`config.mk`:
```
export PLATFORM = sky130hd
export DESIGN_NAME = match_flow_sequencer
export DESIGN_NICKNAME = d
export VERILOG_FILES = /design/src/rtl/match_flow_sequencer.sv
export SDC_FILE = /design/constraint.sdc
export NUM_CORES = 1
export LEC_CHECK = 0
export ABC_AREA = 0
export CAP_MARGIN = 20
export CORE_MARGIN = 2
export CORE_UTILIZATION = 25
export DETAILED_ROUTE_END_ITERATION = 8
export GPL_ROUTABILITY_DRIVEN = 1
export GPL_TIMING_DRIVEN = 0
export SETUP_SLACK_MARGIN = 0.3
export SYNTH_ARGS = -nofsm -noshare
export SYNTH_HDL_FRONTEND = slang
export SYNTH_SLANG_ARGS = --single-unit
```
`constraint.sdc`:
```
create_clock -name frame_clk -period 1.9 [get_ports frame_clk]
set_input_delay 0.475 -clock frame_clk [delete_from_list [all_inputs] [get_ports frame_clk]]
set_output_delay 0.475 -clock frame_clk [all_outputs]
set_load 0.1 [all_outputs]
```
`src/rtl/match_flow_sequencer.sv`:
```
`default_nettype none
// ============================================================================
//  Module   : match_flow_sequencer
//  Purpose  : Per-frame match flow FSM: title, kickoff countdown, play,
//             goal pause, respawn and game-over handling with banners.
//  Revision : 1.0 - initial release
// ============================================================================
module match_flow_sequencer #(
    parameter int GOAL_PAUSE_FRAMES = 120,
    parameter int DIGIT_FRAMES      = 60,
    parameter int COUNTDOWN_START   = 3,
    parameter int OVER_MIN_FRAMES   = 60
) (
    input  logic       frame_clk,
    input  logic       Reset,
    input  logic       goal_scored,
    input  logic       left_goal,
    input  logic       game_over,
    input  logic       p1_wins,
    input  logic       start_btn,
    output logic       freeze,
    output logic       ball_respawn,
    output logic       serve_left,
    output logic       game_restart,
    output logic       banner_goal,
    output logic [1:0] banner_winner,
    output logic [3:0] countdown_digit,
    output logic [2:0] flow_state
);

    typedef enum logic [2:0] {
        ST_TITLE      = 3'd0,
        ST_RESTART    = 3'd1,
        ST_COUNTDOWN  = 3'd2,
        ST_PLAY       = 3'd3,
        ST_GOAL_PAUSE = 3'd4,
        ST_RESPAWN    = 3'd5,
        ST_GAME_OVER  = 3'd6
    } state_t;

    localparam logic [9:0] c_GOAL_LAST  = 10'(GOAL_PAUSE_FRAMES - 1);
    localparam logic [9:0] c_DIGIT_LAST = 10'(DIGIT_FRAMES - 1);
    localparam logic [9:0] c_OVER_MIN   = 10'(OVER_MIN_FRAMES);
    localparam logic [3:0] c_CD_START   = 4'(COUNTDOWN_START);

    state_t     r_state;
    logic [9:0] r_timer;
    logic [3:0] r_digit;
    logic       r_goal_left_q;
    logic       r_winner_q;
    logic       r_start_prev;

    state_t     w_state_nxt;
    logic [9:0] w_timer_nxt;
    logic [3:0] w_digit_nxt;
    logic       w_goal_left_nxt;
    logic       w_winner_nxt;
    logic       w_start_edge;

    assign w_start_edge = start_btn & ~r_start_prev;

    always_comb begin
        w_state_nxt     = ST_TITLE;
        w_timer_nxt     = r_timer;
        w_digit_nxt     = r_digit;
        w_goal_left_nxt = r_goal_left_q;
        w_winner_nxt    = r_winner_q;
        case (r_state)
            ST_TITLE: begin
                w_timer_nxt = '0;
                w_state_nxt = w_start_edge ? ST_RESTART : ST_TITLE;
            end
            ST_RESTART, ST_RESPAWN: begin
                w_state_nxt = ST_COUNTDOWN;
                w_digit_nxt = c_CD_START;
                w_timer_nxt = '0;
            end
            ST_COUNTDOWN: begin
                w_state_nxt = ST_COUNTDOWN;
                if (r_timer == c_DIGIT_LAST) begin
                    w_timer_nxt = '0;
                    if (r_digit <= 4'd1) begin
                        w_state_nxt = ST_PLAY;
                        w_digit_nxt = '0;
                    end else begin
                        w_digit_nxt = r_digit - 4'd1;
                    end
                end else begin
                    w_timer_nxt = r_timer + 10'd1;
                end
            end
            ST_PLAY: begin
                w_timer_nxt = '0;
                if (goal_scored) begin
                    w_state_nxt     = ST_GOAL_PAUSE;
                    w_goal_left_nxt = left_goal;
                end else if (game_over) begin
                    w_state_nxt  = ST_GAME_OVER;
                    w_winner_nxt = p1_wins;
                end else begin
                    w_state_nxt = ST_PLAY;
                end
            end
            ST_GOAL_PAUSE: begin
                w_state_nxt = ST_GOAL_PAUSE;
                if (r_timer == c_GOAL_LAST) begin
                    w_timer_nxt = '0;
                    if (game_over) begin
                        w_state_nxt  = ST_GAME_OVER;
                        w_winner_nxt = p1_wins;
                    end else begin
                        w_state_nxt = ST_RESPAWN;
                    end
                end else begin
                    w_timer_nxt = r_timer + 10'd1;
                end
            end
            ST_GAME_OVER: begin
                w_state_nxt = ST_GAME_OVER;
                // Timer only gates the start key, so it parks at the minimum.
                if (r_timer < c_OVER_MIN) begin
                    w_timer_nxt = r_timer + 10'd1;
                end else if (w_start_edge) begin
                    w_state_nxt = ST_RESTART;
                    w_timer_nxt = '0;
                end
            end
            default: begin
                w_state_nxt = ST_TITLE;
                w_timer_nxt = '0;
            end
        endcase
    end

    // Outputs are decoded from the next-state values so they line up with r_state.
    always_ff @(posedge frame_clk or posedge Reset) begin
        if (Reset) begin
            r_state         <= ST_TITLE;
            r_timer         <= '0;
            r_digit         <= '0;
            r_goal_left_q   <= 1'b0;
            r_winner_q      <= 1'b0;
            r_start_prev    <= 1'b1;
            freeze          <= 1'b1;
            ball_respawn    <= 1'b0;
            serve_left      <= 1'b0;
            game_restart    <= 1'b0;
            banner_goal     <= 1'b0;
            banner_winner   <= 2'b11;
            countdown_digit <= '0;
            flow_state      <= ST_TITLE;
        end else begin
            r_state         <= w_state_nxt;
            r_timer         <= w_timer_nxt;
            r_digit         <= w_digit_nxt;
            r_goal_left_q   <= w_goal_left_nxt;
            r_winner_q      <= w_winner_nxt;
            r_start_prev    <= start_btn;
            freeze          <= (w_state_nxt != ST_PLAY);
            ball_respawn    <= (w_state_nxt == ST_RESTART) || (w_state_nxt == ST_RESPAWN);
            serve_left      <= (w_state_nxt == ST_RESPAWN) && w_goal_left_nxt;
            game_restart    <= (w_state_nxt == ST_RESTART);
            banner_goal     <= (w_state_nxt == ST_GOAL_PAUSE);
            countdown_digit <= (w_state_nxt == ST_COUNTDOWN) ? w_digit_nxt : 4'd0;
            flow_state      <= w_state_nxt;
            case (w_state_nxt)
                ST_TITLE:     banner_winner <= 2'b11;
                ST_GAME_OVER: banner_winner <= w_winner_nxt ? 2'b01 : 2'b10;
                default:      banner_winner <= 2'b00;
            endcase
        end
    end

endmodule
`default_nettype wire

```
==> summary.md, run 1 <==
| Metric | Value |
|---|---|
| Worst Setup End Kind | `register` |
| Worst r2r dst | `r_timer[7]` |
| CTS tree | `done` |
| Number of flops mapped to enable cells by yosys | `0` |
| Total negative setup slack | `-1890 ps` |
| CTS max path bufs | `2` |
| Synth warn | `0` |
| Cell count after synthesis | `166` |
| Clk slew on worst S/H paths | `70 ps` |
| Most frequent cells in the layout | `dfrtp_1, buf_4, nand2_1, buf_2` |
| Total wire length | `4.01 mm` |
| Post-synth top flop | `dfrtp_1` |
| Die width | `85.8 um` |
| Clk root buf | `clkbuf_8` |
| Reg2reg setup slack | `-170 ps` |
| Post-route DRC | `0` |
| Nets | `219` |
| Final worst path period share | `109%` |
| Synthesized area per cell | `10.1 um^2` |
| Drt first pass iters | `6` |
| Peak supply drop | `0.000405 V` |
| Ratio of cells with drive above 1 in the final layout | `43.8%` |
| Clock skew | `11.5 ps` |
| Critical path class | `reg2reg` |
| WL/cell | `14.0 um` |
| Io pins | `21` |
| Worst r2r path cells | `5` |
| Initial Utilization | `26.0%` |
| Via Count | `1489` |
| Crit path launch type | `register` |
| Outcome | `finished, violations left` |
| Crit path time final | `2070 ps` |
| Final core occ | `36.9%` |
| Rows | `29` |
| CTS Hold Bufs | `0` |
| Crit-path max FO | `8` |
| Count of maximum capacitance violations | `0` |
| Worst-Skew Late Latency | `280 ps` |
| Pwr dens | `1160 mW/mm^2` |
| Top cells by area, synth | `dfrtp_1, dfstp_2, nand3_1` |
| Vias in the first global route | `1439` |
| DP Worst Slack | `-411 ps` |
| I/O Buffers | `20` |
| H-tree Lvls | `2` |
| Cell accounting for the most synthesized area | `dfrtp_1` |
| Die Y | `85.8 um` |
| Critical Path Start | `r_timer[9]` |
| Core Area | `0.00642 mm^2` |
| Total grt overflow | `0` |
| Syn Std Cell Area | `0.00167 mm^2` |
| Post-DP HPWL | `2.59 mm` |
| Share of the synthesized area in the top cell type | `40.4%` |
| WP data required | `2060 ps` |
| Tot Pwr | `2.76 mW` |
| Critical R2R Launch | `r_timer[9]` |
| Placer congestion estimate | `0.790` |
| Antenna Cells | `0` |
| Die area | `0.00736 mm^2` |
| Yosys cell types | `49` |
| Vias per cell | `5.19` |
| Hold Path Class | `in2reg` |
| Routed Antenna Nets | `0` |
| Most common cell after layout, fill and taps aside | `dfrtp_1` |
| Relative slew slack | `59.7%` |
| Violated checks | `negative setup slack` |
| Slew Limit Fails | `0` |
| Measured slew at the worst slew-check pin | `604 ps` |
| 1st-iter DRT viols | `64` |
| Area grow syn2layout | `41.9%` |
| Seq/Total Area, Yosys | `46.7%` |
| Pin count of the biggest net entering global routing | `20` |
| Fmax | `483 MHz` |
| Total track usage | `11.3%` |
| Worst setup margin | `-172 ps` |
| Final-report hold violation count | `0` |
| Yosys reg bits | `31` |
| Leak pwr | `1.02 nW` |
| Worst EP arrival | `2230 ps` |
| Synthesized Nets | `176` |
| Clock sink count | `31` |
| Antenna violations before repair | `0` |
| Setup crit end | `r_timer[7]` |
| RSZ-0062 raised after global routing | `true` |
| Synth async-reset ratio | `100%` |
| Setup violations, final | `16` |
| Cts bufs inserted | `5` |
| First-pass GRT wire length | `6.67 mm` |
## state kept, by name, indices dropped and copies added (netlist names)
register,count
ball_respawn,1
banner_goal,1
banner_winner,2
countdown_digit,4
freeze,1
game_restart,1
r_digit,4
r_goal_left_q,1
r_start_prev,1
r_state,3
r_timer,10
r_winner_q,1
serve_left,1
## per-layer routing
metal / vias up / routed length (um) / track usage (%) / share of wire [%]
met4: 0 / 72 / 4.33 / 1.8
met3: 7 / 160 / 4.23 / 4.0
met2: 33 / 1910 / 17.6 / 48
li1: 709 / - / - / -
met1: 740 / 1860 / 14.4 / 47
met5: - / 0 / 0 / 0
## report_power, final
group | switching (mW) | internal (mW) | leakage, nW
clock network | 0.242 | 0.292 | 0.0482
registers | 0.160 | 0.803 | 0.381
logic | 0.724 | 0.541 | 0.590
## worst max-delay path, cell delays in order (launching register included)
cell and delay, ps:
dfrtp_2 410, or3_4 390, or3_4 370, a32oi_4 330, nor2_4 120, a221o_1 330
## worst min path at each step
stage	startpoint	end	slack, ps	cells after the start
2_1_floorplan	r_goal_left_q	r_goal_left_q	460	1
3_3_place_gp	r_goal_left_q	r_goal_left_q	480	1
3_5_place_dp	r_goal_left_q	r_goal_left_q	490	1
4_1_cts	start_btn	r_start_prev	460	1
5_1_grt	start_btn	r_start_prev	460	1
6_report	start_btn	r_start_prev	470	1
## cell type report
class	count	area, um^2
multi-input combinational	122	1000
sequential	31	801
clock inverter	1	5.00
inverter	8	30.0
clock buffer	7	86.3
timing repair buffer	36	308
fill	639	4050
tap	77	96.3
buffer	5	43.8
## what timing repair did
item                                    CTS  global route
endpoints found under the hold margin     0             0
pin swaps                                14            11
buffers inserted                         10             5
gates resized for setup                 101            18
endpoints found under the setup margin   43            30
## stage by stage
step	cell area, um^2	instances	hold slack, ps
after floorplan	1730	166	465
after global placement	2020	263	476
after detailed placement	2050	264	485
after CTS	2250	282	460
after global routing	2370	287	462
final	2370	287	465
## cell usage after synthesis (3+ instances only)
cell and number:
dfrtp_1 27, nand2_1 12, nand3_1 9, o21ai_0 9, a21oi_1 8, inv_1 8, nor2_1 7, nor3_1 7
nand2b_1 6, a221o_1 4, dfstp_2 4, a22o_1 3, buf_2 3, ha_1 3, nand4b_1 3, nor2b_1 3
nor4_1 3, or3_1 3
## cell families (layout without fill, tap and decap cells)
family | after synthesis | in the layout | share of synthesized area (%)
fa+ha+maj | 3 | 3 | 2.25
buf+inv | 13 | 57 | 3.14
compound gates | 43 | 43 | 20.1
mux | 2 | 2 | 1.35
flops | 31 | 31 | 46.7
xor+xnor | 2 | 2 | 1.05
simple gates | 72 | 72 | 25.4
(Power assumes the default switching activity.)
==> run 2, diff against run 1 <==
- PLACE_DENSITY_LB_ADDON: default -> 0.08
- TNS_END_PERCENT: default -> 30
==> summary.md, run 2 (same netlist as run 1, synthesis figures left out) <==
| Metric | Value |
|---|---|
| Worst-path cell chain | `or3_4 > or3_4 > a32oi_4 > buf_6 > nor4_2 > a221o_1 (was or3_4 > or3_4 > a32oi_4 > nor2_4 > a221o_1)` |
| DP Worst Slack | `-429 ps (was -411 ps)` |
| H-tree Lvls | `2 (unchanged)` |
| Pwr dens | `1220 mW/mm^2 (was 1160 mW/mm^2)` |
| Worst Setup End Kind | `register (unchanged)` |
| Largest registers | `r_timer: 10 flops, countdown_digit: 4 flops, r_digit: 4 flops (unchanged)` |
| Outcome | `finished, violations left (unchanged)` |
| Final-report hold violation count | `0 (unchanged)` |
| Critical path class | `reg2reg (unchanged)` |
| Relative slew slack | `51.5% (was 59.7%)` |
| Total wire length | `4.18 mm (was 4.01 mm)` |
| Clock skew | `6.27 ps (was 11.5 ps)` |
| Routed Antenna Nets | `0 (unchanged)` |
| Crit path time final | `2040 ps (was 2070 ps)` |
| Post-DP HPWL | `2.76 mm (was 2.59 mm)` |
| Total track usage | `12.0% (was 11.3%)` |
| Worst setup margin | `-143 ps (was -172 ps)` |
| Violated checks | `design-rule violations, negative setup slack (was negative setup slack)` |
| Die Y | `85.8 um (unchanged)` |
| Total grt overflow | `0 (unchanged)` |
| Peak supply drop | `0.000457 V (was 0.000405 V)` |
| Ratio of cells with drive above 1 in the final layout | `41.2% (was 43.8%)` |
| Antenna violations before repair | `0 (unchanged)` |
| CTS max path bufs | `2 (unchanged)` |
| Vias per cell | `5.05 (was 5.19)` |
| Tot Pwr | `2.82 mW (was 2.76 mW)` |
| Rows | `29 (unchanged)` |
| Clock network power share | `19.1% (was 19.3%)` |
| Switch share | `40.6% (was 40.8%)` |
| Io pins | `21 (unchanged)` |
| Max reg flops | `10 (unchanged)` |
| Crit-path max FO | `4 (was 8)` |
| Area grow syn2layout | `38.8% (was 41.9%)` |
| Most common cell after layout, fill and taps aside | `dfrtp_1 (unchanged)` |
| 1st-iter DRT viols | `46 (was 64)` |
| P_int | `1.68 mW (was 1.64 mW)` |
| Reg with most FFs | `r_timer (unchanged)` |
| Antenna Cells | `0 (unchanged)` |
| Cts bufs inserted | `5 (unchanged)` |
| Core Area | `0.00642 mm^2 (unchanged)` |
| Slew Limit Fails | `0 (unchanged)` |
| Setup violations, final | `12 (was 16)` |
| Nets | `220 (was 219)` |
| Crit-path max cell delay | `400 ps (was 410 ps)` |
| Critical Path Slowest Stage Cell | `dfrtp_2 (unchanged)` |
| Worst-Skew Late Latency | `280 ps (about the same)` |
| Worst EP arrival | `2210 ps (was 2230 ps)` |
| WHS Path Cells | `1 (unchanged)` |
| Initial Utilization | `26.0% (unchanged)` |
| First-pass GRT wire length | `7.00 mm (was 6.67 mm)` |
| RSZ-0062 raised after global routing | `true (unchanged)` |
| Pin count of the biggest net entering global routing | `19 (was 20)` |
| WL/cell | `14.5 um (was 14.0 um)` |
| Placer congestion estimate | `0.833 (was 0.790)` |
| Post-route DRC | `2 (was 0)` |
| CTS tree | `done (unchanged)` |
| Most frequent cells in the layout | `dfrtp_1, buf_4, nand2_1, buf_2, nand3_1 (was dfrtp_1, buf_4, nand2_1, buf_2)` |
| Fmax | `489 MHz (was 483 MHz)` |
| Drt first pass iters | `8 (was 6)` |
| Hold Path Class | `in2reg (unchanged)` |
| Clock sink count | `31 (unchanged)` |
| Final worst path period share | `108% (was 109%)` |
| Die area | `0.00736 mm^2 (unchanged)` |
| I/O Buffers | `20 (unchanged)` |
| Vias in the first global route | `1400 (was 1439)` |
| Critical path's most frequent cell | `or3_4 (unchanged)` |
| Leak pwr | `1.02 nW (about the same)` |
| Filler instances | `666 (was 639)` |
| Sequential power share | `33.7% (was 34.9%)` |
| Psw | `1.14 mW (was 1.13 mW)` |
| Die width | `85.8 um (unchanged)` |
| Measured slew at the worst slew-check pin | `726 ps (was 604 ps)` |
| Comb power frac | `47.2% (was 45.8%)` |
| WP data required | `2060 ps (about the same)` |
| Clk root buf | `clkbuf_8 (unchanged)` |
| Crit path launch type | `register (unchanged)` |
| Via Count | `1453 (was 1489)` |
| Worst r2r path cells | `6 (was 5)` |
| Clk slew on worst S/H paths | `60 ps (was 70 ps)` |
| Count of maximum capacitance violations | `0 (unchanged)` |
==> run 2: cell count changes in the layout (fill, tap and decap cells not counted), sizes merged <==
cell	change
clkdlybuf4s50	-1
dlygate4sd2	+1
buf	+2
clkbuf	-1
==> run 2: repair_timing <==
| item | CTS | global route |
|---|---|---|
| pin swaps | 17 | 11 |
| gates cloned | 0 | 0 |
| setup endpoints to repair | 43 | 29 |
| resized for setup | 95 | 19 |
| hold buffers | 0 | 0 |
| buffers inserted | 10 | 6 |
| hold endpoints to repair | 0 | 0 |
==> run 2: path summary, 6_finish.rpt <==
kind / start / endpoint / slack (ps)
max: r_timer[8] / r_timer[4] / -140
min: start_btn / r_start_prev / 460
max reg2reg: r_timer[8] / r_timer[4] / -140
min reg2reg: r_goal_left_q / r_goal_left_q / 500
max in group asynchronous: Reset / r_start_prev / 650
min in group asynchronous: Reset / countdown_digit[2] / 620
==> run 2: layout make-up <==
type	count	area (um^2)	area share, %
Multi-Input combinational cell	122	977	42.1
Sequential cell	31	796	34.3
Timing Repair Buffer	37	289	12.5
Tap cell	77	96.3	4.15
Clock buffer	7	86.3	3.72
Buffer	5	40.0	1.73
Inverter	8	30.0	1.29
Clock inverter	1	5.00	0.216
==> run 2: layer usage <==
| metal | up-vias | wire length (um) | track usage (%) | share of wire [%] |
|---|---|---|---|---|
| met5 | - | 0 | 0 | 0 |
| met1 | 716 | 2060 | 16.0 | 49 |
| li1 | 708 | - | - | - |
| met4 | 0 | 59 | 4.33 | 1.4 |
| met3 | 6 | 118 | 2.89 | 2.8 |
| met2 | 23 | 1940 | 18.9 | 46 |
==> run 2: power groups by stage <==
stage	combinational [mW]	sequential (mW)	clock, mW
CTS	1.17	0.945	0.566
global placement	1.06	0.934	0
detailed placement	1.08	0.941	0
finish	1.33	0.950	0.538
global route	1.44	0.968	0.588
floorplan	0.614	1.14	0
==> run 2: through the flow <==
step | utilization [%] | hold slack, ps | cells | cell area [um^2] | TNS [ps]
finish | 36.1 | 457 | 288 | 2320 | -1020
global route | 36.1 | 447 | 288 | 2320 | -2080
CTS | 34.4 | 446 | 282 | 2210 | -653
detailed placement | 31.6 | 481 | 264 | 2030 | -6370
global placement | 31.4 | 477 | 263 | 2020 | -7730
floorplan | - | 465 | 166 | 1720 | -937
==> run 2: critical path, delay by kind of cell (launching register included) <==
kind | cells | cell delay (ps)
buf+inv | 1 | 180
simple gates | 3 | 800
compound gates | 2 | 560
flops | 1 | 400
==> run 3, diff against run 2 <==
- CORE_UTILIZATION: 25 -> 49
==> summary.md, run 3 (same netlist as run 1, synthesis figures left out) <==
| Metric | Value |
|---|---|
| Vias per cell | `5.96 (was 5.05)` |
| Rows | `21 (was 29)` |
| Worst r2r dst | `r_timer[2] (was r_timer[4])` |
| Worst setup margin | `-156 ps (was -143 ps)` |
| Pin count of the biggest net entering global routing | `18 (was 19)` |
| Final worst path period share | `108% (about the same)` |
| Hold Path Class | `reg2reg (was in2reg)` |
| Post-route DRC | `0 (was 2)` |
| Core Area | `0.00331 mm^2 (was 0.00642 mm^2)` |
| Crit path launch type | `register (unchanged)` |
| Routed Antenna Nets | `0 (unchanged)` |
| Clock skew | `6.28 ps (was 6.27 ps)` |
| I/O Buffers | `20 (unchanged)` |
| Total grt overflow | `0 (unchanged)` |
| DP Worst Slack | `-375 ps (was -429 ps)` |
| Clk slew on worst S/H paths | `100 ps (was 60 ps)` |
| Leak pwr | `1.01 nW (was 1.02 nW)` |
| Die Y | `62.4 um (was 85.8 um)` |
| Placer congestion estimate | `0.833 (about the same)` |
| 1st-iter DRT viols | `146 (was 46)` |
| Crit path time final | `2060 ps (was 2040 ps)` |
| Antenna violations before repair | `0 (unchanged)` |
| Tot Pwr | `2.73 mW (was 2.82 mW)` |
| Nets | `219 (was 220)` |
| Die area | `0.00389 mm^2 (was 0.00736 mm^2)` |
| Setup violations, final | `19 (was 12)` |
| Setup crit end | `r_timer[2] (was r_timer[4])` |
| WP data required | `2130 ps (was 2060 ps)` |
| Relative slew slack | `55.9% (was 51.5%)` |
| Measured slew at the worst slew-check pin | `661 ps (was 726 ps)` |
| Hold slack | `508 ps (was 457 ps)` |
| Largest registers | `r_timer: 10 flops, countdown_digit: 4 flops, r_digit: 4 flops (unchanged)` |
| RSZ-0062 raised after global routing | `true (unchanged)` |
| Critical path class | `reg2reg (unchanged)` |
| Final-report hold violation count | `0 (unchanged)` |
| Clk root buf | `clkbuf_4 (was clkbuf_8)` |
| Initial Utilization | `50.5% (was 26.0%)` |
| Most frequent cells in the layout | `dfrtp_1, buf_4, nand2_1, clkbuf_4, nand3_1 (was dfrtp_1, buf_4, nand2_1, buf_2, nand3_1)` |
| Worst EP arrival | `2290 ps (was 2210 ps)` |
| Io pins | `21 (unchanged)` |
| Post-DP HPWL | `2.64 mm (was 2.76 mm)` |
| CTS max path bufs | `2 (unchanged)` |
| Worst r2r path cells | `6 (unchanged)` |
| Outcome | `finished, violations left (unchanged)` |
| Worst-Skew Late Latency | `340 ps (was 280 ps)` |
| Worst Setup End Kind | `register (unchanged)` |
| Cts bufs inserted | `5 (unchanged)` |
| Pwr dens | `1190 mW/mm^2 (was 1220 mW/mm^2)` |
| Violated checks | `negative setup slack (was design-rule violations, negative setup slack)` |
| Clock sink count | `31 (unchanged)` |
| Total wire length | `4.10 mm (was 4.18 mm)` |
| WHS Path Cells | `1 (unchanged)` |
| H-tree Lvls | `2 (unchanged)` |
| WL/cell | `16.0 um (was 14.5 um)` |
| Max reg flops | `10 (unchanged)` |
| Fmax | `486 MHz (was 489 MHz)` |
| Antenna Cells | `0 (unchanged)` |
| Count of maximum capacitance violations | `0 (unchanged)` |
| First-pass GRT wire length | `6.89 mm (was 7.00 mm)` |
| Reg with most FFs | `r_timer (unchanged)` |
| Area grow syn2layout | `37.6% (was 38.8%)` |
| Die width | `62.4 um (was 85.8 um)` |
| Critical R2R Launch | `r_timer[8] (unchanged)` |
| Reg2reg setup slack | `-160 ps (was -140 ps)` |
| Critical Path Start | `r_timer[8] (unchanged)` |
| Crit-path max FO | `7 (was 4)` |
| Slew Limit Fails | `0 (unchanged)` |
| Most common cell after layout, fill and taps aside | `dfrtp_1 (unchanged)` |
| Peak supply drop | `0.000819 V (was 0.000457 V)` |
| Via Count | `1525 (was 1453)` |
| Final core occ | `69.5% (was 36.1%)` |
| Ratio of cells with drive above 1 in the final layout | `37.6% (was 41.2%)` |
| CTS tree | `done (unchanged)` |
| Total track usage | `22.1% (was 12.0%)` |
| CTS Hold Bufs | `0 (unchanged)` |
| Drt first pass iters | `4 (was 8)` |
| Vias in the first global route | `1536 (was 1400)` |
run 3: cell count changes in the layout (fill, tap and decap cells not counted), sizes merged:
cell	change
bufinv	+1
dlygate4sd2	-2
clkdlybuf4s50	+2
clkbuf	+6
buf	-8
run 3: power breakdown:
group	switching (mW)	total (mW)	internal (mW)	leakage [nW]
Sequential	0.155	0.951	0.796	0.386
Clock	0.239	0.550	0.311	0.0482
Combinational	0.715	1.23	0.517	0.579
run 3: routing by layer:
layer	share of wire [%]	vias to the layer above	wire length, um	global-route usage, %
met3	6.0	12	247	4.32
met2	48	64	1980	36.3
met5	0	-	0	0
met1	44	735	1790	28.0
li1	-	714	-	-
met4	2.1	0	87	10.8
run 3: critical path: stages (launching register included):
cell and delay (ps):
dfrtp_2 430, or3_4 370, or3_4 370, a32oi_4 320, buf_4 190, o32ai_1 70, a21o_1 200
run 3: timing repair:
action | CTS | global route
setup endpoints to repair | 41 | 39
buffers inserted | 9 | 6
hold endpoints to repair | 0 | 0
pin swaps | 21 | 10
resized for setup | 95 | 21
run 3: worst min path at each step:
stage	end	slack [ps]	from
after floorplan	r_goal_left_q	460	r_goal_left_q
after global placement	r_goal_left_q	480	r_goal_left_q
after detailed placement	r_goal_left_q	480	r_goal_left_q
after CTS	r_goal_left_q	510	r_goal_left_q
after global routing	r_goal_left_q	540	r_goal_left_q
final	r_goal_left_q	510	r_goal_left_q
run 3: metrics by stage:
stage | std cells | TNS, ps | area, um^2
6_report | 256 | -1480 | 2300
5_1_grt | 256 | -2860 | 2300
4_1_cts | 250 | -901 | 2180
3_5_place_dp | 233 | -5780 | 2010
3_3_place_gp | 232 | -5800 | 1980
2_1_floorplan | 166 | -937 | 1720
run 3: cell type report:
cell class | instances | area, um^2
Multi-Input combinational cell | 122 | 956
Inverter | 8 | 30.0
Sequential cell | 31 | 796
Tap cell | 46 | 57.6
Fill cell | 258 | 1010
Timing Repair Buffer | 36 | 333
Clock buffer | 6 | 51.3
Buffer | 5 | 42.5
Clock inverter | 2 | 35.0
